--- src/rtl/mul_seq_ctrl.sv ---
// mul_seq_ctrl -- sequential shift-and-add multiplier controller.
//
// Drives an external combinational ALU (ADD opcode only) to form the
// unsigned product mul_a*mul_b over N ADD cycles. If either operand is
// zero, the ALU is skipped entirely.
//
// Ports:
//   clk, rst           single clock, synchronous active-high reset
//   in_valid/in_ready  operand handshake (in_ready high only in IDLE)
//   mul_a, mul_b       N-bit unsigned operands, captured on accept
//   out_valid/out_ready product handshake (out_valid high only in DONE)
//   product            2N-bit {acc,q}; meaningful only while out_valid
//   busy               high in any state other than IDLE
//   a_o, b_o, sel_o    ALU operands and opcode (ADD = 3'b000)
//   s, carry           ALU sum and carry-out
//   zero, overflow     ALU flags, not used here
//   state_dbg          current FSM state (0=IDLE, 1=ADD, 2=DONE)
//
// Handshake: a transfer happens on a rising clk edge where valid and
// ready are both high. in_ready and out_valid are registered and never
// depend combinationally on in_valid / out_ready. Once out_valid is
// high, product holds steady until the edge on which out_ready is seen.
//
// N must be at least 2: each ADD step drops the sum LSB into q.

module mul_seq_ctrl #(
  parameter int N = 4
) (
  input  logic           clk,
  input  logic           rst,
  input  logic           in_valid,
  output logic           in_ready,
  input  logic [N-1:0]   mul_a,
  input  logic [N-1:0]   mul_b,
  output logic           out_valid,
  input  logic           out_ready,
  output logic [2*N-1:0] product,
  output logic           busy,
  output logic [N-1:0]   a_o,
  output logic [N-1:0]   b_o,
  output logic [2:0]     sel_o,
  input  logic [N-1:0]   s,
  input  logic           carry,
  input  logic           zero,
  input  logic           overflow,
  output logic [1:0]     state_dbg
);

  localparam int CW = $clog2(N + 1);
  localparam logic [CW-1:0] LAST = CW'(N - 1);
  localparam logic [2:0] OP_ADD = 3'b000;

  typedef enum logic [1:0] {
    IDLE = 2'd0,
    ADD  = 2'd1,
    DONE = 2'd2
  } state_t;

  state_t        state;
  logic [N-1:0]  acc;
  logic [N-1:0]  q;
  logic [N-1:0]  m;
  logic [CW-1:0] cnt;

  // ALU flags carry no information this block needs.
  logic unused_flags;
  assign unused_flags = zero ^ overflow;

  always_ff @(posedge clk) begin
    if (rst) begin
      state     <= IDLE;
      acc       <= '0;
      q         <= '0;
      m         <= '0;
      cnt       <= '0;
      in_ready  <= 1'b1;
      out_valid <= 1'b0;
      busy      <= 1'b0;
    end else begin
      case (state)
        IDLE: begin
          if (in_valid) begin
            in_ready <= 1'b0;
            busy     <= 1'b1;
            acc      <= '0;
            if (mul_a != '0 && mul_b != '0) begin
              m     <= mul_a;
              q     <= mul_b;
              cnt   <= '0;
              state <= ADD;
            end else begin
              // Zero operand: product is known to be zero, skip the ALU.
              q         <= '0;
              out_valid <= 1'b1;
              state     <= DONE;
            end
          end
        end
        ADD: begin
          // Shift the (carry,sum) pair right by one into {acc,q}; q's
          // consumed LSB falls off the bottom as the product's low half
          // fills in from the top.
          acc <= {carry, s[N-1:1]};
          q   <= {s[0], q[N-1:1]};
          cnt <= cnt + CW'(1);
          if (cnt == LAST) begin
            out_valid <= 1'b1;
            state     <= DONE;
          end
        end
        DONE: begin
          if (out_ready) begin
            out_valid <= 1'b0;
            in_ready  <= 1'b1;
            busy      <= 1'b0;
            state     <= IDLE;
          end
        end
        default: begin
          state     <= IDLE;
          in_ready  <= 1'b1;
          out_valid <= 1'b0;
          busy      <= 1'b0;
        end
      endcase
    end
  end

  // ALU operands are only driven during ADD; otherwise held at zero.
  always_comb begin
    a_o = '0;
    b_o = '0;
    if (state == ADD) begin
      a_o = acc;
      b_o = q[0] ? m : '0;
    end
  end

  assign sel_o     = OP_ADD;
  assign product   = {acc, q};
  assign state_dbg = state;

endmodule
--- config.mk ---
export PLATFORM = sky130hd
export DESIGN_NAME = mul_seq_ctrl
export DESIGN_NICKNAME = d
export VERILOG_FILES = /design/src/rtl/mul_seq_ctrl.sv
export SDC_FILE = /design/constraint.sdc
export NUM_CORES = 1
export LEC_CHECK = 0
export CORE_AREA = 5 5 55 67
export CTS_CLUSTER_SIZE = 20
export DETAILED_ROUTE_END_ITERATION = 8
export DIE_AREA = 0 0 60 72
export PLACE_DENSITY = 0.82
export SLEW_MARGIN = 5
export SYNTH_ARGS = -nofsm -noshare
export SYNTH_HDL_FRONTEND = slang
export SYNTH_SLANG_ARGS = --single-unit
--- constraint.sdc ---
create_clock -name clk -period 1.3 [get_ports clk]
set_clock_uncertainty 0.15 [all_clocks]
set_input_delay 0.26 -clock clk [delete_from_list [all_inputs] [get_ports clk]]
set_output_delay 0.26 -clock clk [all_outputs]
set_load 0.02 [all_outputs]
==> summary.md, run 1 <==
| Metric | Value |
|---|---|
| Synthesized area | `1109 um2` |
| Status | `complete, but fails checks` |
| Post-synthesis instance total | `120` |
| Post-DRT Antenna Nets | `0` |
| Vias per cell | `5.201` |
| #FFs+latches synth | `20` |
| Violated checks | `setup timing` |
| Syn-to-layout area delta | `97.18%` |
| Synth warn | `0` |
| Crit share post-route | `128.6%` |
| CP delay by family, top | `flip-flops` |
| Pins Over Slew Limit | `0` |
| IO Pins | `43` |
| Min cycle time layout | `1.672 ns` |
| Sequential area share after synthesis | `36.12%` |
| Hold Slack | `0.2659 ns` |
| Clock Pin Slew Worst Setup and Hold Paths | `0.14 ns` |
| Hold Vio Cnt, Final | `0` |
| Clk Tree Root Cell | `clkbuf_4` |
| First-pass GRT wire length | `5.899 mm` |
| Via Count | `1243` |
| Num CTS Buffers | `3` |
| Top area cells in the synthesized netlist | `dfxtp_1 (36%), nand2b_1 (6.8%), nor4_4 (5.8%)` |
| VDD IR max | `0.7630 mV` |
| Finished Cell Area | `2186 um2` |
| Leakage | `0.9369 nW` |
| Number of port buffers | `37` |
| Area of the multi-input gates | `834.6 um2` |
| Final setup vio count | `31` |
| Yosys top cell area share | `36.12%` |
| Worst Setup Start Kind | `flip-flop` |
| Netlist cell types | `40` |
| Area of the core | `2973 um2` |
| Reg2Reg Setup Slack | `-0.32 ns` |
| Clock Latency Late Sink | `0.32 ns` |
| Fill cell count | `213` |
| CP cell instances | `nor2b_4 -> buf_6 -> and3_4 -> buf_6` |
| Initial antenna violation count | `0` |
| Arr. time, crit path | `1.26 ns` |
| DP HPWL | `2.352 mm` |
| Placed cell area | `1759 um2` |
| Overflow after GRT | `0` |
| Setup tns final | `-8.042 ns` |
| Slowest CP cell | `dfxtp_4` |
| Row Count | `22` |
| H-Tree Depth | `1` |
| Vias in the first global route | `1291` |
| Layout cells sized above 1 | `65.52%` |
| WL final | `3.881 mm` |
| Die area | `4320 um2` |
| Net total in the final layout | `225` |
| WL per Instance | `16.24 um` |
| Worst Path Max Fanout | `5` |
| Syn avg cell area | `9.238 um2` |
| CTS tree | `built` |
| Chip height | `72 um` |
| Buf+Inv Stages, Crit Path | `2` |
| Initial Utilization | `37.29%` |
| CP required | `0.89 ns` |
| GP Congestion | `0.9033` |
| Power after layout | `2.104 mW` |
| # DRC | `0` |
| Peak Freq | `598.0 MHz` |
| Max-cap violation count | `0` |
| CTS Buffer Depth | `2` |
| Antenna cells | `0` |
| CP dominant cell by count | `buf_6` |
| Unrepaired setup endpoints after global routing | `true` |
| Crit path kind | `flip-flop to primary output` |
| Cell type with the largest total area after synthesis | `dfxtp_1` |
| Drt pass-1 iters | `4` |
| Total track usage | `17.88%` |
| Endpoint class of the critical path | `primary output` |
| Delay of the slowest cell on the worst path | `0.37 ns` |
| Total clock sinks | `20` |
| Pwr Density | `962.5 nW/um2` |
| Hold Path Class | `input port to flip-flop` |
| Die width | `60 um` |
| Final worst setup slack | `-0.3722 ns` |
| Iter 0 DRT Violations | `27` |
| Register Area | `420.4 um2` |
| Largest net degree at the start of global routing | `18` |
==> stage by stage <==
| stage | util (%) | worst slack [ns] | std cells |
|---|---|---|---|
| 6_report | 73.53 | -0.3722 | 239 |
| 2_1_floorplan | - | -0.1167 | 122 |
| 4_1_cts | 67.38 | -0.3617 | 230 |
| 3_3_place_gp | 59.18 | -0.5592 | 216 |
| 5_1_grt | 73.53 | -0.4407 | 239 |
| 3_5_place_dp | 59.18 | -0.6444 | 216 |
==> synthesized netlist by cell type <==
master / number
dfxtp_1: 20
nand2b_1: 12
nor2_1: 11
a21oi_1: 6
a22oi_1: 4
and2_1: 4
and3_1: 4
buf_2: 4
inv_1: 4
mux2i_1: 4
o21ai_0: 4
a211oi_1: 3
a311oi_1: 3
buf_4: 3
nand3_1: 3
nor4_4: 3
ha_1: 2
inv_2: 2
nand2_1: 2
o21bai_1: 2
a21boi_0: 1
a21o_1: 1
a221oi_2: 1
a311oi_2: 1
a32o_1: 1
a32oi_1: 1
buf_6: 1
clkbuf_1: 1
conb_1: 1
nor2b_1: 1
nor3_1: 1
nor3_2: 1
o21ai_2: 1
o21ba_2: 1
o32a_1: 1
o41ai_2: 1
or2_2: 1
or2b_1: 1
or4_1: 1
or4_4: 1
==> worst register-to-register path, delay by kind of cell, from the launching register on <==
| kind | cells | cell delay, ns |
|---|---|---|
| buf+inv | 4 | 0.55 |
| flops | 1 | 0.37 |
| mux | 1 | 0.21 |
| simple gates | 1 | 0.26 |
==> sequential cells by signal (all words and copies together) (netlist names) <==
register   flops
cnt            3
out_valid      1
q              4
in_ready       1
busy           1
acc            4
state_dbg      2
m              4
==> path summary, 6_finish.rpt <==
path | depth (start not counted) | endpoint | from
min | 3 | m[2] | mul_a[2]
min reg2reg | 2 | m[0] | m[0]
max reg2reg | 6 | m[1] | state_dbg[0]
max | 4 | b_o[0] | state_dbg[0]
==> power breakdown <==
| part | leakage (nW) | switching (mW) | internal, mW | total, mW |
|---|---|---|---|---|
| Combinational | 0.740 | 0.390 | 0.462 | 0.851 |
| Sequential | 0.169 | 0.0414 | 0.672 | 0.713 |
| Clock | 0.0279 | 0.227 | 0.312 | 0.539 |
==> placed cells by master, fill, tap and decap left out, drive strengths merged, types with 3 or more instances in the layout <==
cell type,synthesis,layout
dlygate4sd2,0,7
and2,4,4
conb,1,3
a311oi,4,4
buf,8,70
a22oi,4,4
mux2i,4,4
nor2,11,11
nand3,3,3
clkbuf,1,3
inv,6,6
nor4,3,3
dfxtp,20,20
a211oi,3,3
o21ai,5,5
nand2b,12,12
a21oi,6,6
and3,4,4
clkdlybuf4s50,0,9
==> timing repair <==
action | in CTS | in global routing
gates resized for setup | 146 | 38
pin swaps | 18 | 14
hold buffers | 0 | 0
setup endpoints to repair | 41 | 37
gates cloned | 1 | 0
setup buffers | 9 | 13
==> cells by family after synthesis <==
logic type | Yosys count | share of synthesized area [%]
compound gates | 32 | 22.80
buf+inv | 15 | 7.223
flops | 20 | 36.12
simple gates | 46 | 27.65
other cells | 1 | 0.3383
fa+ha+maj | 2 | 2.257
mux | 4 | 3.612
==> cell type report <==
class | count | share of cell area (%)
Timing Repair Buffer | 86 | 36.86
Clock buffer | 3 | 1.030
Inverter | 6 | 1.259
Tap cell | 36 | 2.061
Clock inverter | 1 | 1.374
Sequential cell | 20 | 19.23
Multi-Input combinational cell | 87 | 38.18
==> per-layer routing <==
layer | wire length (um) | vias to the layer above | share of wire (%) | GRT usage, %
met2 | 2108 | 52 | 54 | 31.97
met3 | 200 | 11 | 5.2 | 4.093
met1 | 1471 | 585 | 38 | 18.93
li1 | - | 595 | - | -
met4 | 100 | 0 | 2.6 | 9.113
met5 | 0 | - | 0 | 0
No activity file was read; power rests on OpenSTA's default activity.
==> inputs of run 2 (changes only) <==
--- a/config.mk
+++ b/config.mk
@@ -5,6 +5,7 @@
 export SDC_FILE = /design/constraint.sdc
 export NUM_CORES = 1
 export LEC_CHECK = 0
+export CAP_MARGIN = 40
 export CORE_AREA = 5 5 55 67
 export CTS_CLUSTER_SIZE = 20
 export DETAILED_ROUTE_END_ITERATION = 8
==> results of run 2 <==
Same layout as run 1: the final DEF is identical, and so are final timing and power.
